[src/rtl/vga_timing_gen.sv]
// rtl/vga_timing_gen.sv - parametrised VGA/VESA raster timing generator with pixel clock-enable
//
// Purpose: derives a pixel clock-enable from clk and walks an H_TOTAL x V_TOTAL raster,
// producing programmable-polarity syncs, active-video flag, coordinates, line/frame
// strobes and a frame counter. No divided clock is produced.
//
// Ports:
//   clk          system clock
//   rst          synchronous active-low reset
//   en           timing enable; low freezes divider and raster
//   pix_ce       1-clk pulse; raster advances on the clk edge ending this cycle
//   h_sync       horizontal sync, asserted level H_POL
//   v_sync       vertical sync, asserted level V_POL
//   video_on     high inside the active region
//   pixel_x      horizontal count 0..H_TOTAL-1
//   pixel_y      vertical count 0..V_TOTAL-1
//   line_start   1-clk strobe when pixel_x becomes 0
//   frame_start  1-clk strobe when (pixel_x,pixel_y) becomes (0,0)
//   frame_count  frames started since reset, wraps modulo 2^FW
`timescale 1ns/1ps
module vga_timing_gen #(
  parameter int CLK_DIV = 2,
  parameter int H_VIDEO = 640,
  parameter int H_FP    = 16,
  parameter int H_SYNC  = 96,
  parameter int H_BP    = 48,
  parameter int V_VIDEO = 480,
  parameter int V_FP    = 10,
  parameter int V_SYNC  = 2,
  parameter int V_BP    = 33,
  parameter int H_POL   = 0,
  parameter int V_POL   = 0,
  parameter int CW      = 12,
  parameter int FW      = 16
) (
  input  logic          clk,
  input  logic          rst,
  input  logic          en,
  output logic          pix_ce,
  output logic          h_sync,
  output logic          v_sync,
  output logic          video_on,
  output logic [CW-1:0] pixel_x,
  output logic [CW-1:0] pixel_y,
  output logic          line_start,
  output logic          frame_start,
  output logic [FW-1:0] frame_count
);

  localparam int H_TOTAL = H_VIDEO + H_FP + H_SYNC + H_BP;
  localparam int V_TOTAL = V_VIDEO + V_FP + V_SYNC + V_BP;
  localparam int DW      = (CLK_DIV > 1) ? $clog2(CLK_DIV) : 1;

  localparam logic [DW-1:0] L_DIV_MAX = DW'(CLK_DIV - 1);
  localparam logic [CW-1:0] L_H_MAX   = CW'(H_TOTAL - 1);
  localparam logic [CW-1:0] L_V_MAX   = CW'(V_TOTAL - 1);
  localparam logic [CW-1:0] L_H_VID   = CW'(H_VIDEO);
  localparam logic [CW-1:0] L_V_VID   = CW'(V_VIDEO);
  localparam logic [CW-1:0] L_HS_BEG  = CW'(H_VIDEO + H_FP);
  localparam logic [CW-1:0] L_HS_END  = CW'(H_VIDEO + H_FP + H_SYNC);
  localparam logic [CW-1:0] L_VS_BEG  = CW'(V_VIDEO + V_FP);
  localparam logic [CW-1:0] L_VS_END  = CW'(V_VIDEO + V_FP + V_SYNC);
  localparam logic          L_H_ACT   = (H_POL != 0);
  localparam logic          L_V_ACT   = (V_POL != 0);

  generate
    if (CLK_DIV < 1 || H_BP < 1 || V_BP < 1 ||
        (H_TOTAL - 1) >= (2 ** CW) || (V_TOTAL - 1) >= (2 ** CW)) begin : g_bad_params
      $error("vga_timing_gen: illegal parameter set");
    end
  endgenerate

  logic [DW-1:0] r_div;
  logic [CW-1:0] r_h;
  logic [CW-1:0] r_v;
  logic          r_hs;
  logic          r_vs;
  logic          r_vid;
  logic          r_ls;
  logic          r_fs;
  logic [FW-1:0] r_fc;

  logic          w_div_last;
  logic          w_h_wrap;
  logic          w_v_wrap;
  logic [CW-1:0] w_h_nxt;
  logic [CW-1:0] w_v_nxt;

  always_comb begin
    w_div_last = (r_div == L_DIV_MAX);
    w_h_wrap   = (r_h == L_H_MAX);
    w_v_wrap   = (r_v == L_V_MAX);
    w_h_nxt    = w_h_wrap ? '0 : r_h + 1'b1;
    w_v_nxt    = r_v;
    if (w_h_wrap) begin
      w_v_nxt = w_v_wrap ? '0 : r_v + 1'b1;
    end
  end

  // Gated by rst so the enable stays low during the reset cycle even when CLK_DIV=1.
  assign pix_ce = rst && en && w_div_last;

  // Every output is registered from the next-state counts so they stay mutually aligned.
  always_ff @(posedge clk) begin
    if (!rst) begin
      r_div <= '0;
      r_h   <= L_H_MAX;
      r_v   <= L_V_MAX;
      r_hs  <= ~L_H_ACT;
      r_vs  <= ~L_V_ACT;
      r_vid <= 1'b0;
      r_ls  <= 1'b0;
      r_fs  <= 1'b0;
      r_fc  <= '0;
    end else begin
      r_ls <= 1'b0;
      r_fs <= 1'b0;
      if (en) begin
        r_div <= w_div_last ? '0 : r_div + 1'b1;
      end
      if (pix_ce) begin
        r_h   <= w_h_nxt;
        r_v   <= w_v_nxt;
        r_hs  <= (w_h_nxt >= L_HS_BEG && w_h_nxt < L_HS_END) ? L_H_ACT : ~L_H_ACT;
        r_vs  <= (w_v_nxt >= L_VS_BEG && w_v_nxt < L_VS_END) ? L_V_ACT : ~L_V_ACT;
        r_vid <= (w_h_nxt < L_H_VID) && (w_v_nxt < L_V_VID);
        r_ls  <= w_h_wrap;
        r_fs  <= w_h_wrap && w_v_wrap;
        if (w_h_wrap && w_v_wrap) begin
          r_fc <= r_fc + 1'b1;
        end
      end
    end
  end

  assign h_sync      = r_hs;
  assign v_sync      = r_vs;
  assign video_on    = r_vid;
  assign pixel_x     = r_h;
  assign pixel_y     = r_v;
  assign line_start  = r_ls;
  assign frame_start = r_fs;
  assign frame_count = r_fc;

endmodule
[config.mk]
export PLATFORM = sky130hd
export DESIGN_NAME = vga_timing_gen
export DESIGN_NICKNAME = d
export VERILOG_FILES = /design/src/rtl/vga_timing_gen.sv
export SDC_FILE = /design/constraint.sdc
export NUM_CORES = 1
export LEC_CHECK = 0
export ABC_AREA = 1
export BUFFER_PORTS_ARGS = -buffer_cell sky130_fd_sc_hd__buf_2
export CAP_MARGIN = 15
export CORE_UTILIZATION = 30
export CTS_BUF_LIST = sky130_fd_sc_hd__clkbuf_16
export DETAILED_ROUTE_END_ITERATION = 6
export PLACE_DENSITY = 0.47
export SETUP_SLACK_MARGIN = 0.1
export SKIP_CTS_REPAIR_TIMING = 1
export SYNTH_ARGS = -nofsm -noshare
export SYNTH_HDL_FRONTEND = slang
export SYNTH_SLANG_ARGS = --single-unit
[constraint.sdc]
create_clock -name clk -period 5.2 [get_ports clk]
set_clock_uncertainty 0.05 [all_clocks]
set_input_delay 0.26 -clock clk [delete_from_list [all_inputs] [get_ports clk]]
set_output_delay 0.26 -clock clk [all_outputs]
set_load 0.005 [all_outputs]
Word level (Yosys, flattened, before mapping) --
Index checks and enable logic that the tools add are counted.
Operators by class: $add $sub $neg 4, order comparisons 6, eq/ne operators 2, muxes and demuxes 6, reduce and logical (&&, ||, !) cells 8
Operator list (number):
- two-way mux 12 bit | 3
- adder 12 x 1 -> 12 bit (second input constant) | 2
- equality test 12 x 10 -> 1 bit (second input constant) | 2
- less-than comparator 12 x 10 -> 1 bit (second input constant) | 2
- less-than comparator 12 x 9 -> 1 bit (second input constant) | 2
- adder 16 x 1 -> 16 bit (second input constant) | 1
- greater-or-equal comparator 12 x 10 -> 1 bit (second input constant) | 1
- greater-or-equal comparator 12 x 9 -> 1 bit (second input constant) | 1
- logical AND 1 bit | 6
- AND reduction 2 bit | 2
- two-way mux 1 bit | 3
- adder 1 bit (second input constant) | 1
Word-level totals: flip-flop bits (word level) 46, input port bits 3, output and inout bits 46, logic and storage cells 35

Logic depth before layout (Yosys ltp) --
Gate-level depths: netlist of the first run.
depth in word-level cells 6, mapped depth 14, gate-level depth less buffers 14

Worst setup path after synthesis of the first run --
Ideal clock, no wire load.
kind reg-to-reg, from reg r_h[0], in the netlist pixel_x[0], to reg r_vs, in the netlist v_sync, library setup time 0.109 ns, arrival time 1.651 ns, required time 5.041 ns, path slack 3.390 ns, cell stages (with the launch flop) 14, buffers on the path 1, clock period less this slack 1.810 ns, cell sequence dfxtp_1 -> ha_1 -> inv_1 -> nor2_1 -> nand3_2 -> buf_6 -> nand2_1 -> nand2_1 -> inv_2 -> nand2_1 -> nor2_1 -> nand3_1 -> nand2_1 -> inv_1
Between the ends: word-level cells in the longest chain between the ends 5, elaborated cells between the ends (all ways) 6, classes of those cells 2 x order compare; 1 x eq/ne; 2 x mux; 1 x reduce/logical
Ends and longest elaborated chain:
- start: declaration | RTL line 74 | logic [CW-1:0] r_h;
- start signal: assignment | RTL line 122 | r_h <= w_h_nxt;
- equality test 12 x 10 -> 1 bit (*) | RTL line 91 | w_h_wrap = (r_h == L_H_MAX);
- two-way mux 12 bit (*) | RTL line 95 | if (w_h_wrap) begin
- greater-or-equal comparator 12 x 9 -> 1 bit or less-than comparator 12 x 9 -> 1 bit (tied branches) | RTL line 125 | r_vs <= (w_v_nxt >= L_VS_BEG && w_v_nxt < L_VS_END) ? L_V_ACT : ~L_V_ACT;
- logical AND 1 bit (*) | RTL line 125
- two-way mux 1 bit (*) | RTL line 125
- end signal: assignment | RTL line 110 | r_vs <= ~L_V_ACT;
- end signal: assignment | RTL line 125
- end: declaration | RTL line 77 | logic r_vs;
Mark *: on every way between the ends. The rest lies on a longest branch, timed or not. A chain may end at the register's enable or synchronous reset.

Worst setup path in the final report of the first run --
from reg r_h[0], in the netlist pixel_x[0], to reg r_hs, in the netlist h_sync
Between the ends: word-level cells in the longest chain between the ends 5, elaborated cells between the ends (all ways) 7, classes of those cells 1 x add/sub; 2 x order compare; 1 x eq/ne; 2 x mux; 1 x reduce/logical
Ends and longest elaborated chain:
- adder 12 x 1 -> 12 bit or equality test 12 x 10 -> 1 bit (tied branches) | RTL line 93, 91
- two-way mux 12 bit (*) | RTL line 93 | w_h_nxt = w_h_wrap ? '0 : r_h + 1'b1;
- greater-or-equal comparator 12 x 10 -> 1 bit or less-than comparator 12 x 10 -> 1 bit (tied branches) | RTL line 124 | r_hs <= (w_h_nxt >= L_HS_BEG && w_h_nxt < L_HS_END) ? L_H_ACT : ~L_H_ACT;
- logical AND 1 bit (*) | RTL line 124
- two-way mux 1 bit (*) | RTL line 124
- end signal: assignment | RTL line 109 | r_hs <= ~L_H_ACT;
- end signal: assignment | RTL line 124
- end: declaration | RTL line 76 | logic r_hs;
Marked as above.

==> impl_metrics.env, run 1 <==
export IMPL_power_density_nw_per_um2=294.6
export IMPL_min_period_ns=2.325
export IMPL_wl_met1_um=3594
export IMPL_clkTransAtPathRegs_ns=0.07
export IMPL_regToRegEndpoint="h_sync"
export IMPL_crit_chain="ha_1 -> inv_1 -> nor2_1 -> nand3_2 -> nand3_1 -> inv_1 -> nor2_1 -> nand2_1 -> nor3b_1 -> nor2_1"
export IMPL_grt_max_degree=19
export IMPL_rows=35
export IMPL_drive_gt1_share_pct=20.30
export IMPL_multi_input_area_um2=1644
export IMPL_crit_arrival_ns=2.45
export IMPL_cp_slowest_cell="dfxtp_1"
export IMPL_hold_violations=0
export IMPL_max_slew_margin_pct=64.20
export IMPL_ys_seq_area_share_pct=32.61
export IMPL_nFillCells=1042
export IMPL_worst_ep_required_time_ns=5.32
export IMPL_pre_cts_ws_ns=2.897
export IMPL_crit_top_cell="nor2_1"
export IMPL_drc_errors=0
export IMPL_finalSetupTns_ns=0
export IMPL_fp_dieW_um=99.02
export IMPL_ant_nets=0
export IMPL_place_inst=571
export IMPL_path_class="flip-flop to flip-flop"
export IMPL_grt_pass1_wl_um=12410
export IMPL_clock_path_buffers=2
export IMPL_nets=474
export IMPL_drv_cap=0
export IMPL_wl_met3_um=289
export IMPL_cts_tree="yes"
export IMPL_avgSynthCellArea_um2=6.724
export IMPL_leakage_uw=0.001545
export IMPL_clock_latency_ns=0.29
export IMPL_seq_area_um2=920.9
export IMPL_worst_pin_slew_ns=0.5337
export IMPL_avgViaCountPerCell=4.843
export IMPL_syn_area_um2=2824
export IMPL_r2r_start="pixel_x[0]"
export IMPL_final_common_cell="nand2_1"
export IMPL_critPathMaxFanout=15
export IMPL_rr_worst_depth=10
export IMPL_end_kind="flip-flop"
export IMPL_layout_setup_ws_ns=2.875
export IMPL_gp_congestion=0.8351
export IMPL_first_global_vias=2526
export IMPL_vdd_ir_drop_max_uv=135.5
export IMPL_final_cell_mix="nand2_1, buf_2, nor2_1, dfxtp_1, inv_1"
export IMPL_hold_start="en"
export IMPL_highest_layer="met4"
export IMPL_vias=2804
export IMPL_die_y_um=99.02
export IMPL_synth_cell_types=40
export IMPL_synth_seq_cells=46
export IMPL_route_met2_wl_um=3574
export IMPL_htree_num_levels=2
export IMPL_placement_io_buffers=48
export IMPL_hold_depth=3
export IMPL_period_share_pct=44.71
export IMPL_initial_core_util_pct=30.71
export IMPL_cts_buffers_inserted=5
export IMPL_drt_iter0_drc=128
export IMPL_rrSetupSlack_ns=2.88
export IMPL_min_path_type="input port to flip-flop"
export IMPL_worst_setup_path_start_kind="flip-flop"
export IMPL_postSynthCellCount=420
export IMPL_drv_slew=0
export IMPL_grt_usage_pct=15.65
export IMPL_rsz0062_at_grt="no"
export IMPL_area_growth_pct=16.88
export IMPL_core_um2=9196
export IMPL_status="finished, final reports clean"
export IMPL_worstHoldEndpoint="r_div"
export IMPL_yosysWarnings=0
export IMPL_n_antenna_cell=0
export IMPL_slowest_delay_ns=0.49
export IMPL_fin_cells=579
export IMPL_grt_overflow_total=0
export IMPL_drt_pass1_iterations=4
export IMPL_antenna_found_initial=0
export IMPL_avgRoutedWirePerCell_um=12.96
export IMPL_cts_root_buf="clkbuf_16"
export IMPL_drt_wl_total_um=7502
export IMPL_fmax_ghz=0.4302
export IMPL_setup_viol=0
export IMPL_pin_count=49
export IMPL_cts_sinks=46
export IMPL_synth_nets=427
export IMPL_place_hpwl_um=5761
export IMPL_dieArea_um2=9805
[cells in the mapped netlist]
master     number  area share [%]
a211oi_1        2            0.53
inv_2          13             1.7
clkbuf_1        3            0.40
a2bb2oi_1       1            0.31
clkinv_1        1            0.13
o221ai_1        1            0.31
nor2_8          2             1.4
a22oi_1         3            0.80
buf_6           2            0.80
nor3_1          9             1.6
buf_1           1            0.13
nor3b_1         1            0.27
o21ai_0        10             1.8
xor2_1         10             3.1
nor3b_2         1            0.44
buf_4           2            0.53
nor2_4          4             1.6
o21ai_1         4            0.71
a221oi_1        1            0.31
o22ai_1        12             2.7
nor2_1         46             6.1
nor4_2          1            0.44
nand2_1       119              16
inv_1          41             5.4
nor4_4          1            0.75
nor2_2          7             1.6
nand2_2         3            0.66
nand2_4         1            0.40
nor3_4          1            0.58
dfxtp_1        46              33
xnor2_1         4             1.2
nand3_1        29             5.1
or2_2           1            0.22
nand3_2         2            0.71
a21oi_1        14             2.5
ha_1            4             1.8
nand4_4         1            0.75
nand4_1        14             3.1
o21bai_2        1            0.40
nand3b_1        1            0.27
[flip-flops by register name, indices dropped and copies added (netlist names)]
signal	flops
line_start	1
video_on	1
h_sync	1
v_sync	1
frame_count	16
pixel_x	12
frame_start	1
r_div	1
pixel_y	12
[cells by family (layout without fill, tap and decap cells)]
logic type / Yosys count / after routing / share of synthesized area [%]
compound gates: 49 / 49 / 10.28
xor+xnor: 14 / 14 / 4.342
fa+ha+maj: 4 / 4 / 1.772
buf+inv: 63 / 111 / 9.171
flops: 46 / 46 / 32.61
simple gates: 244 / 244 / 41.83
[report_power, final]
group / leakage, uW / switching (uW) / internal, uW
clock: 0.0000704 / 145 / 181
sequential: 0.000373 / 20.2 / 366
combinational: 0.00110 / 180 / 80.5
total: 0.00155 / 345 / 627
[through the flow]
stage	total power [uW]	utilization, %	hold slack (ns)	instance area [um2]
after global routing	1033	35.89	0.1708	3301
after CTS	989.3	35.89	0.1598	3301
after detailed placement	655.6	34.26	0.4099	3151
final	972.3	35.89	0.1620	3301
after global placement	656.9	34.26	0.4279	3151
after floorplan	591.0	-	0.3394	2824
[worst max-delay path, delay by kind of cell (launching register included)]
kind,cells,cell delay [ns]
adder cells (fa/ha/maj),1,0.30
buffers and inverters,2,0.16
flip-flops,1,0.49
AND/OR/NAND/NOR,7,1.22
[per-layer routing]
layer	vias up	GRT usage (%)
li1	1468	-
met4	0	2.755
met1	1282	20.72
met3	4	2.411
met2	50	27.11
met5	-	0
[worst max path at each step]
stage / startpoint / endpoint / slack (ns)
after floorplan: pixel_x[0] / v_sync / 3.39
after global placement: pixel_x[0] / h_sync / 2.88
after detailed placement: pixel_x[0] / frame_count[7] / 2.90
after CTS: pixel_x[0] / h_sync / 2.84
after global routing: pixel_x[0] / h_sync / 2.63
final: pixel_x[0] / h_sync / 2.88
[area by class of cell]
cell class | count | area share (%)
Clock buffer | 5 | 3.791
Multi-Input combinational cell | 311 | 49.81
Clock inverter | 3 | 0.7581
Sequential cell | 46 | 27.90
Inverter | 55 | 6.255
Timing Repair Buffer | 48 | 7.278
Tap cell | 111 | 4.208
No activity file was read; power rests on OpenSTA's default activity.
==> run 2: changes to the inputs <==
- clock period: 5.2 -> 2.16 ns (I/O delays scaled with it)
==> impl_metrics.env, run 2 (synthesized netlist as in run 1, its figures left out) <==
export IMPL_setup_viol=0
export IMPL_drv_cap=0
export IMPL_dieArea_um2=9805
export IMPL_worstHoldEndpoint="r_div"
export IMPL_place_inst=588
export IMPL_grt_max_degree=15
export IMPL_final_cell_mix="nand2_1, buf_2, nor2_1"
export IMPL_path_class="flip-flop to flip-flop"
export IMPL_hold_depth=3
export IMPL_min_period_ns=1.929
export IMPL_period_share_pct=89.29
export IMPL_final_util_pct=38.27
export IMPL_worst_setup_path_start_kind="flip-flop"
export IMPL_worst_pin_slew_ns=0.3881
export IMPL_gp_congestion=0.8868
export IMPL_cp_startpoint="pixel_x[1]"
export IMPL_nFillCells=1008
export IMPL_drive_gt1_share_pct=24.34
export IMPL_hold_violations=0
export IMPL_cts_buffers_inserted=5
export IMPL_grt_overflow_total=0
export IMPL_hold_start="en"
export IMPL_drv_slew=0
export IMPL_nets=495
export IMPL_clock_path_buffers=2
export IMPL_first_global_vias=2651
export IMPL_fmax_ghz=0.5185
export IMPL_drt_pass1_iterations=4
export IMPL_rsz0062_at_grt="no"
export IMPL_grt_usage_pct=16.35
export IMPL_initial_core_util_pct=30.71
export IMPL_crit_arrival_ns=2.06
export IMPL_regToRegEndpoint="v_sync"
export IMPL_layout_setup_ws_ns=0.2313
export IMPL_rows=35
export IMPL_cts_tree="yes"
export IMPL_n_antenna_cell=0
export IMPL_largest_reg_flops=16
export IMPL_antenna_found_initial=0
export IMPL_clkTransAtPathRegs_ns=0.07
export IMPL_critPathMaxFanout=7
export IMPL_seq_area_um2=925.9
export IMPL_vdd_ir_drop_max_uv=409.9
export IMPL_place_hpwl_um=6178
export IMPL_htree_num_levels=2
export IMPL_drt_iter0_drc=130
export IMPL_worst_ep_required_time_ns=2.29
export IMPL_power_density_nw_per_um2=716.2
export IMPL_drc_errors=0
export IMPL_fp_dieW_um=99.02
export IMPL_final_common_cell="nand2_1"
export IMPL_avgViaCountPerCell=4.862
export IMPL_fin_cells=600
export IMPL_status="finished, final reports clean"
export IMPL_die_y_um=99.02
export IMPL_rrSetupSlack_ns=0.23
export IMPL_rr_worst_depth=14
export IMPL_area_growth_pct=24.63
export IMPL_vias=2917
export IMPL_r2r_start="pixel_x[1]"
export IMPL_end_kind="flip-flop"
export IMPL_min_path_type="input port to flip-flop"
export IMPL_finalSetupTns_ns=0
export IMPL_leakage_uw=0.001664
export IMPL_pre_cts_ws_ns=0.1481
export IMPL_cts_sinks=46
export IMPL_ant_nets=0
export IMPL_drt_wl_total_um=7848
export IMPL_multi_input_area_um2=1664
export IMPL_placement_io_buffers=48
export IMPL_clock_latency_ns=0.28
export IMPL_pin_count=49
export IMPL_core_um2=9196
export IMPL_max_slew_margin_pct=74.09
export IMPL_avgRoutedWirePerCell_um=13.08
export IMPL_grt_pass1_wl_um=12850
export IMPL_totalPowerFinal_uw=2521
export IMPL_cts_root_buf="clkbuf_16"
-- run 2: per-layer routing --
metal	track usage (%)	wire [um]	vias to the layer above
met5	0	0	-
met4	3.100	37	0
met3	2.553	267	4
met2	27.92	3740	59
met1	21.84	3802	1347
li1	-	-	1507
-- run 2: how the worst max path moves through the flow --
stage          slack (ns)     end
4_1_cts              0.13  h_sync
6_report             0.23  v_sync
3_5_place_dp         0.15  h_sync
2_1_floorplan        0.35  v_sync
5_1_grt              0.11  v_sync
3_3_place_gp         0.18  h_sync
-- run 2: worst max-delay path: stages (launching register included) --
cell	delay, ns
dfxtp_4	0.36
ha_4	0.13
buf_6	0.10
nand2_4	0.05
nor2_4	0.17
nand2_2	0.09
nor2_4	0.19
buf_6	0.13
nand4_1	0.06
nand2_1	0.09
nand2_1	0.07
nor2_2	0.14
nand3_1	0.08
nand2_1	0.07
inv_1	0.03
-- run 2: cell type report --
cell class              instances  share of cell area [%]
clock buffers                   5                   3.555
clock inverters                 3                   1.173
inverters                      55                   5.866
multi-input cells             311                   47.28
flip-flops and latches         46                   26.31
well taps                     111                   3.946
repair buffers                 69                   11.87
-- run 2: report_power, final --
group	total (uW)	switching, uW	internal [uW]
logic	738	463	274
registers	919	37.4	881
clock network	864	323	542
-- run 2: metrics by stage --
step / instance area (um2) / hold slack [ns]
global route: 3520 / 0.03452
finish: 3520 / 0.005770
global placement: 3291 / 0.2953
floorplan: 2824 / 0.1874
detailed placement: 3291 / 0.3013
CTS: 3457 / 0.005802
